<file path="src/rtl/aud_pkg.sv">
// rtl/aud_pkg.sv - shared types and constants for the audio capture path
//
// Provides the recorder state encoding and the default SRAM address/sample widths.

package aud_pkg;

    localparam int AUD_ADDR_W = 20;
    localparam int AUD_DATA_W = 16;

    typedef enum logic [2:0] {
        S_IDLE     = 3'd0,
        S_WAIT_LRC = 3'd1,
        S_SKIP     = 3'd2,
        S_SHIFT    = 3'd3,
        S_WRITE    = 3'd4,
        S_PAUSE    = 3'd5
    } aud_state_t;

endpackage

</file>
<file path="src/rtl/aud_if.sv">
// rtl/aud_if.sv - SRAM write-side bus between the recorder and the SRAM arbiter
//
// Signals:
//   sram_addr  word address of the slot being written
//   sram_data  sample to write
//   sram_we_n  active-low write strobe, one cycle per sample
// Modports: master (recorder drives), slave (arbiter observes).

interface aud_if
    import aud_pkg::*;
#(
    parameter int ADDR_W = AUD_ADDR_W,
    parameter int DATA_W = AUD_DATA_W
);
    logic [ADDR_W-1:0] sram_addr;
    logic [DATA_W-1:0] sram_data;
    logic              sram_we_n;

    modport master (
        output sram_addr,
        output sram_data,
        output sram_we_n
    );

    modport slave (
        input sram_addr,
        input sram_data,
        input sram_we_n
    );
endinterface

</file>
<file path="src/rtl/aud_sync_edge.sv">
// rtl/aud_sync_edge.sv - two-flop synchronizer with rise/fall pulse outputs
//
// Ports:
//   i_clk, i_rst_n  system clock, asynchronous active-low reset
//   i_async         pin from another clock domain
//   o_data          synchronized level
//   o_rise, o_fall  one-cycle pulses on synchronized edges

module aud_sync_edge (
    input  logic i_clk,
    input  logic i_rst_n,
    input  logic i_async,
    output logic o_data,
    output logic o_rise,
    output logic o_fall
);
    logic r_meta;
    logic r_sync;
    logic r_prev;

    always_ff @(posedge i_clk or negedge i_rst_n) begin
        if (!i_rst_n) begin
            r_meta <= 1'b0;
            r_sync <= 1'b0;
            r_prev <= 1'b0;
        end else begin
            r_meta <= i_async;
            r_sync <= r_meta;
            r_prev <= r_sync;
        end
    end

    assign o_data = r_sync;
    assign o_rise = r_sync & ~r_prev;
    assign o_fall = ~r_sync & r_prev;

endmodule

</file>
<file path="src/rtl/aud_recorder.sv">
// rtl/aud_recorder.sv - I2S left-channel capture into SRAM with start/pause/stop
//
// Ports:
//   i_clk, i_rst_n            system clock (>= 4x bclk), asynchronous active-low reset
//   i_start/i_pause/i_stop    one-cycle command pulses (stop > pause > start)
//   i_bclk, i_lrc, i_adcdat   codec ADC pins, asynchronous to i_clk
//   sram                      SRAM write bus (addr, data, we_n)
//   o_stop_addr               sample count of the last completed recording
//   o_busy                    recorder not idle
//   o_full                    last recording ended at MAX_ADDR

module aud_recorder
    import aud_pkg::*;
#(
    parameter int              ADDR_W   = AUD_ADDR_W,
    parameter int              DATA_W   = AUD_DATA_W,
    parameter logic [ADDR_W-1:0] MAX_ADDR = {ADDR_W{1'b1}}
) (
    input  logic              i_clk,
    input  logic              i_rst_n,
    input  logic              i_start,
    input  logic              i_pause,
    input  logic              i_stop,
    input  logic              i_bclk,
    input  logic              i_lrc,
    input  logic              i_adcdat,
    aud_if.master             sram,
    output logic [ADDR_W-1:0] o_stop_addr,
    output logic              o_busy,
    output logic              o_full
);
    localparam int CNT_W = $clog2(DATA_W);

    logic w_bclk_rise;
    logic w_lrc_fall;
    logic w_dat;
    logic w_unused_bclk_data;
    logic w_unused_bclk_fall;
    logic w_unused_lrc_data;
    logic w_unused_lrc_rise;
    logic w_unused_dat_rise;
    logic w_unused_dat_fall;

    aud_sync_edge u_sync_bclk (
        .i_clk   (i_clk),
        .i_rst_n (i_rst_n),
        .i_async (i_bclk),
        .o_data  (w_unused_bclk_data),
        .o_rise  (w_bclk_rise),
        .o_fall  (w_unused_bclk_fall)
    );

    aud_sync_edge u_sync_lrc (
        .i_clk   (i_clk),
        .i_rst_n (i_rst_n),
        .i_async (i_lrc),
        .o_data  (w_unused_lrc_data),
        .o_rise  (w_unused_lrc_rise),
        .o_fall  (w_lrc_fall)
    );

    // Data and bclk share the same synchronizer depth, so w_dat is aligned
    // with w_bclk_rise.
    aud_sync_edge u_sync_dat (
        .i_clk   (i_clk),
        .i_rst_n (i_rst_n),
        .i_async (i_adcdat),
        .o_data  (w_dat),
        .o_rise  (w_unused_dat_rise),
        .o_fall  (w_unused_dat_fall)
    );

    aud_state_t        r_state;
    aud_state_t        w_next;
    logic [ADDR_W-1:0] r_addr;
    logic [DATA_W-1:0] r_data;
    logic [DATA_W-1:0] r_shift;
    logic [CNT_W-1:0]  r_bitcnt;
    logic              r_we_n;
    logic [ADDR_W-1:0] r_stop_addr;
    logic              r_full;

    logic [ADDR_W-1:0] w_addr_inc;
    logic [ADDR_W-1:0] w_stop_val;
    logic              w_clr;
    logic              w_inc;
    logic              w_stop;
    logic              w_set_full;
    logic              w_load;
    logic              w_bit_clr;
    logic              w_shift_en;

    assign w_addr_inc = r_addr + 1'b1;

    always_comb begin
        w_next     = r_state;
        w_clr      = 1'b0;
        w_inc      = 1'b0;
        w_stop     = 1'b0;
        w_stop_val = r_addr;
        w_set_full = 1'b0;
        w_load     = 1'b0;
        w_bit_clr  = 1'b0;
        w_shift_en = 1'b0;

        case (r_state)
            S_IDLE: begin
                if (i_start) begin
                    w_next = S_WAIT_LRC;
                    w_clr  = 1'b1;
                end
            end
            S_WAIT_LRC: begin
                if (i_stop) begin
                    w_next = S_IDLE;
                    w_stop = 1'b1;
                end else if (i_pause) begin
                    w_next = S_PAUSE;
                end else if (w_lrc_fall) begin
                    w_next = S_SKIP;
                end
            end
            S_SKIP: begin
                // I2S places the MSB one bclk after the LRC edge.
                if (i_stop) begin
                    w_next = S_IDLE;
                    w_stop = 1'b1;
                end else if (i_pause) begin
                    w_next = S_PAUSE;
                end else if (w_bclk_rise) begin
                    w_next    = S_SHIFT;
                    w_bit_clr = 1'b1;
                end
            end
            S_SHIFT: begin
                if (i_stop) begin
                    w_next = S_IDLE;
                    w_stop = 1'b1;
                end else if (i_pause) begin
                    w_next = S_PAUSE;
                end else if (w_bclk_rise) begin
                    w_shift_en = 1'b1;
                    if (r_bitcnt == CNT_W'(DATA_W - 1)) begin
                        w_next = S_WRITE;
                        w_load = 1'b1;
                    end
                end
            end
            S_WRITE: begin
                // The write always commits; commands act after the increment.
                w_inc = 1'b1;
                if (w_addr_inc == MAX_ADDR) begin
                    w_next     = S_IDLE;
                    w_set_full = 1'b1;
                    w_stop     = 1'b1;
                    w_stop_val = MAX_ADDR;
                end else if (i_stop) begin
                    w_next     = S_IDLE;
                    w_stop     = 1'b1;
                    w_stop_val = w_addr_inc;
                end else if (i_pause) begin
                    w_next = S_PAUSE;
                end else begin
                    w_next = S_WAIT_LRC;
                end
            end
            S_PAUSE: begin
                if (i_stop) begin
                    w_next = S_IDLE;
                    w_stop = 1'b1;
                end else if (i_start) begin
                    w_next = S_WAIT_LRC;
                end
            end
            default: w_next = S_IDLE;
        endcase
    end

    always_ff @(posedge i_clk or negedge i_rst_n) begin
        if (!i_rst_n) begin
            r_state     <= S_IDLE;
            r_addr      <= '0;
            r_data      <= '0;
            r_shift     <= '0;
            r_bitcnt    <= '0;
            r_we_n      <= 1'b1;
            r_stop_addr <= '0;
            r_full      <= 1'b0;
        end else begin
            r_state <= w_next;
            // Strobe is low exactly for the cycle spent in S_WRITE.
            r_we_n  <= ~w_load;

            if (w_clr) begin
                r_addr <= '0;
                r_full <= 1'b0;
            end else if (w_inc) begin
                r_addr <= w_addr_inc;
            end

            if (w_set_full) r_full <= 1'b1;
            if (w_stop) r_stop_addr <= w_stop_val;

            if (w_bit_clr) begin
                r_bitcnt <= '0;
            end else if (w_shift_en) begin
                r_bitcnt <= r_bitcnt + 1'b1;
            end

            if (w_shift_en) r_shift <= {r_shift[DATA_W-2:0], w_dat};
            if (w_load) r_data <= {r_shift[DATA_W-2:0], w_dat};
        end
    end

    assign sram.sram_addr  = r_addr;
    assign sram.sram_data  = r_data;
    assign sram.sram_we_n  = r_we_n;
    assign o_stop_addr     = r_stop_addr;
    assign o_busy          = (r_state != S_IDLE);
    assign o_full          = r_full;

endmodule

</file>
<file path="src/flat_wrapper.sv">
// flat-port wrapper written by rule: the top's interface ports become plain ports
module aud_recorder_flat import aud_pkg::*;
#(
    parameter int              ADDR_W   = AUD_ADDR_W,
    parameter int              DATA_W   = AUD_DATA_W,
    parameter logic [ADDR_W-1:0] MAX_ADDR = {ADDR_W{1'b1}}
)
  (i_clk, i_rst_n, i_start, i_pause, i_stop, i_bclk, i_lrc, i_adcdat, o_stop_addr, o_busy, o_full, sram_sram_addr, sram_sram_data, sram_sram_we_n);
  aud_if #(.ADDR_W(ADDR_W), .DATA_W(DATA_W)) sram_i ();
  input  logic i_clk;
  input  logic i_rst_n;
  input  logic i_start;
  input  logic i_pause;
  input  logic i_stop;
  input  logic i_bclk;
  input  logic i_lrc;
  input  logic i_adcdat;
  output logic [ADDR_W-1:0] o_stop_addr;
  output logic o_busy;
  output logic o_full;
  output wire logic [$bits(sram_i.sram_addr)-1:0] sram_sram_addr;
  output wire logic [$bits(sram_i.sram_data)-1:0] sram_sram_data;
  output wire logic [$bits(sram_i.sram_we_n)-1:0] sram_sram_we_n;
  assign sram_sram_addr = sram_i.sram_addr;
  assign sram_sram_data = sram_i.sram_data;
  assign sram_sram_we_n = sram_i.sram_we_n;
  aud_recorder #(.ADDR_W(ADDR_W), .DATA_W(DATA_W), .MAX_ADDR(MAX_ADDR)) u_core (.i_clk(i_clk), .i_rst_n(i_rst_n), .i_start(i_start), .i_pause(i_pause), .i_stop(i_stop), .i_bclk(i_bclk), .i_lrc(i_lrc), .i_adcdat(i_adcdat), .sram(sram_i), .o_stop_addr(o_stop_addr), .o_busy(o_busy), .o_full(o_full));
endmodule
</file>
<file path="config.mk">
export PLATFORM = sky130hd
export DESIGN_NAME = aud_recorder_flat
export DESIGN_NICKNAME = d
export VERILOG_FILES = /design/src/rtl/aud_pkg.sv /design/src/rtl/aud_if.sv /design/src/rtl/aud_sync_edge.sv /design/src/rtl/aud_recorder.sv /design/src/flat_wrapper.sv
export SDC_FILE = /design/constraint.sdc
export NUM_CORES = 1
export LEC_CHECK = 0
export CAP_MARGIN = 20
export CORE_MARGIN = 4
export CORE_UTILIZATION = 36
export CTS_CLUSTER_SIZE = 8
export DETAILED_ROUTE_END_ITERATION = 6
export GPL_TIMING_DRIVEN = 0
export SKIP_CTS_REPAIR_TIMING = 1
export SLEW_MARGIN = 20
export SYNTH_ARGS = -nofsm -noshare
export SYNTH_HDL_FRONTEND = slang
export SYNTH_SLANG_ARGS = --single-unit
</file>
<file path="constraint.sdc">
create_clock -name i_clk -period 2.6 [get_ports i_clk]
set_input_delay 0.52 -clock i_clk [delete_from_list [all_inputs] [get_ports i_clk]]
set_output_delay 0.52 -clock i_clk [all_outputs]
set_load 0.03 [all_outputs]
</file>
==> flow_summary.yaml <==
status:
  status: "complete, no violations"
grt:
  grt_pass1_vias: 3574
  grt_pass1_wl_um: 18200
  overflow: 0
  grt_usage_pct: 15.7
  antenna_found_initial: 0
  grt_max_degree: 59
synth:
  synth_edf_count: 0
  syn_area_um2: 4470
  ys.flop_type: "dfrtp_1"
  yosys_warnings: 0
  synthCells: 427
  post_synth.cell_area_avg_um2: 10.5
  seq_area_frac_synth_pct: 49.2
  ys_ff_latch: 88
  ys_types: 54
  syn-num-nets: 438
  synthArstFlopShare_pct: 100
place:
  portBuffers: 65
  hpwlAfterDp_um: 7720
  gp_congestion: 0.902
sta:
  fin_crit_ps: 2490
  tightest_slew_ps: 672
  hold_viol: 0
  rsz0062_at_grt: "no"
  setup_violations: 0
  clock_skew_ps: 6.66
  layout_worst_path_cycle_share_pct: 95.6
  final_max_slew_viol_count: 0
  timing.fmax_mhz: 402
  timing.setup.tns_ps: 0
  slew-limit-headroom_pct: 55.2
worst_hold_path:
  hp-class: "in2async"
die:
  initial_utilization_pct: 36.9
  chipHeight_um: 119
  die_x_um: 119
  dieArea_um2: 14300
  rows: 40
  boundaryPins: 67
  fp.coreArea_um2: 12100
cts:
  clk_pin_slew_ps: 60
  clock_path_buffers: 2
  cts_root_buffer: "clkbuf_16"
  htreeDepth: 3
  cts_sinks: 88
  numCtsBuffers: 9
  clk_latency_ps: 340
  tritoncts: "done"
worst_setup_path:
  max_stage_delay_ps: 610
  critical_path.slowest_cell: "clkdlybuf4s50_1"
  critPathMaxFanout: 7
  crit_path_cell_trace: "clkbuf_1 > or3_1 > clkdlybuf4s50_1"
  r2r_cells: 9
  start_kind: "flip-flop"
  rr_startpoint: "u_core.sram.sram_addr[1]"
  r2r_slack_ps: 130
  rr_endpoint: "u_core.o_stop_addr[16]"
  path_class: "reg2out"
  arrival_ps: 1970
  end_kind: "primary output"
  worstPathRequired_ps: 2080
power_and_ir_drop:
  power.density_nw_per_um2: 640
  p_int_w: 0.00259
  finalPower_w: 0.00369
  power_frac_seq_pct: 39.2
  p_leak_nw: 2.56
  vdd_drop_max_mv: 0.469
  netSwitchingFraction_pct: 29.8
  clkPwrFrac_pct: 40.4
  combinationalPowerShare_pct: 20.4
  netSwitchingPower_w: 0.00110
route:
  drt.antenna.violating_nets: 0
  num_vias: 3497
  post-route-drc-count: 0
  routed_wl_um: 11000
  drt-pass1-iter-count: 4
  drt_iter0_markers: 211
  wl_per_cell_um: 16.2
  vias_per_cell: 5.14
run:
  maxCapViolCount: 0
final_layout:
  final_nets: 519
  n_fill_cell: 1178
  final_common_cell: "dfrtp_1"
  regArea_um2: 2200
  syn2layout_area_growth_pct: 28.9
  layout-drive-gt1-share_pct: 19.7
  final_cell_mix: "dfrtp_1, clkdlybuf4s50_1, nand2_1"
  multiInputGateArea_um2: 2100
  antennaDiodeCount: 0
## layer usage
| metal | vias to the layer above | part of all wire (%) | global-route usage, % |
|---|---|---|---|
| met5 | - | 0 | 0 |
| met4 | 0 | 1.2 | 3.79 |
| met3 | 11 | 6.2 | 4.65 |
| li1 | 1677 | - | - |
| met1 | 1717 | 45 | 19.8 |
| met2 | 92 | 48 | 26.4 |
## through the flow
| step | cell area, um2 | hold WS (ps) | cells | utilization (%) | worst slack [ps] |
|---|---|---|---|---|---|
| 3_3_place_gp | 5340 | 332 | 660 | 44.0 | -2240 |
| 4_1_cts | 5700 | 129 | 676 | 47.1 | -248 |
| 3_5_place_dp | 5360 | 335 | 661 | 44.3 | -300 |
| 5_1_grt | 5770 | 156 | 680 | 47.6 | 18.8 |
| 6_report | 5770 | 115 | 680 | 47.6 | 115 |
| 2_1_floorplan | 4470 | 224 | 427 | - | 215 |
## layout make-up
type	count	area share, %
tap	168	3.64
sequential	88	38.2
inverter	10	0.651
multi-input combinational	296	36.5
buffer	32	2.78
clock inverter	6	2.00
timing repair buffer	71	12.4
clock buffer	9	3.90
## power by group through the flow
| stage | clock network, W | logic [W] | registers (W) |
|---|---|---|---|
| floorplan | 0 | 0.000437 | 0.00152 |
| CTS | 0.00153 | 0.000753 | 0.00145 |
| finish | 0.00149 | 0.000754 | 0.00145 |
| global route | 0.00158 | 0.000824 | 0.00145 |
| global placement | 0 | 0.000732 | 0.00147 |
| detailed placement | 0 | 0.000752 | 0.00147 |
## cells by family after synthesis
family,synth area share [%]
compound gates,13.5
simple gates,16.6
mux,9.68
flops,49.2
fa+ha+maj,1.06
buf+inv,4.47
xor+xnor,5.48
## cell usage after synthesis, types with 4 or more instances
| cell type | count | area, um2 |
|---|---|---|
| o21ai_0 | 21 | 105 |
| inv_1 | 10 | 37.5 |
| or3_1 | 4 | 25.0 |
| o211ai_2 | 16 | 200 |
| nand4_1 | 17 | 106 |
| a21o_1 | 4 | 30.0 |
| nand3_1 | 13 | 65.1 |
| mux2_2 | 34 | 383 |
| o22ai_1 | 4 | 25.0 |
| nor2_1 | 30 | 113 |
| a21oi_1 | 11 | 55.1 |
| xnor2_1 | 16 | 140 |
| buf_2 | 8 | 40.0 |
| xor2_1 | 12 | 105 |
| nand2_1 | 50 | 188 |
| and3_1 | 5 | 31.3 |
| clkbuf_1 | 16 | 60.1 |
| mux2i_1 | 5 | 50.1 |
| dfrtp_1 | 87 | 2180 |
| nor4_1 | 5 | 31.3 |
| nor3_1 | 7 | 35.0 |
## worst max-delay path: cells and delay by family (launching register included)
kind          cells  cell delay, ps
buf+inv           2             810
flops             1             360
simple gates      1             450
## flip-flops by register name (all words and copies together) (netlist names)
register                   count
u_core.o_full                  1
u_core.o_stop_addr            20
u_core.r_bitcnt                4
u_core.r_shift                15
u_core.r_state                 3
u_core.sram.sram_addr         20
u_core.sram.sram_data         16
u_core.sram.sram_we_n          1
u_core.u_sync_bclk.o_data      1
u_core.u_sync_bclk.r_meta      1
u_core.u_sync_bclk.r_prev      1
u_core.u_sync_dat.o_data       1
u_core.u_sync_dat.r_meta       1
u_core.u_sync_lrc.o_data       1
u_core.u_sync_lrc.r_meta       1
u_core.u_sync_lrc.r_prev       1
## worst max-delay path by stage
stage	startpoint	end	slack [ps]	depth (start not counted)
after floorplan	u_core.sram.sram_addr[1]	u_core.o_stop_addr[6]	210	8
after global placement	i_rst_n	u_core.sram.sram_data[1]	-2240	1
after detailed placement	i_pause	u_core.sram.sram_data[6]	-300	7
after CTS	u_core.sram.sram_addr[1]	u_core.o_stop_addr[16]	-250	9
after global routing	i_pause	u_core.r_shift[14]	20	7
final	u_core.r_state[0]	o_busy	110	3
Note: power is estimated with default switching activity, not from simulation.
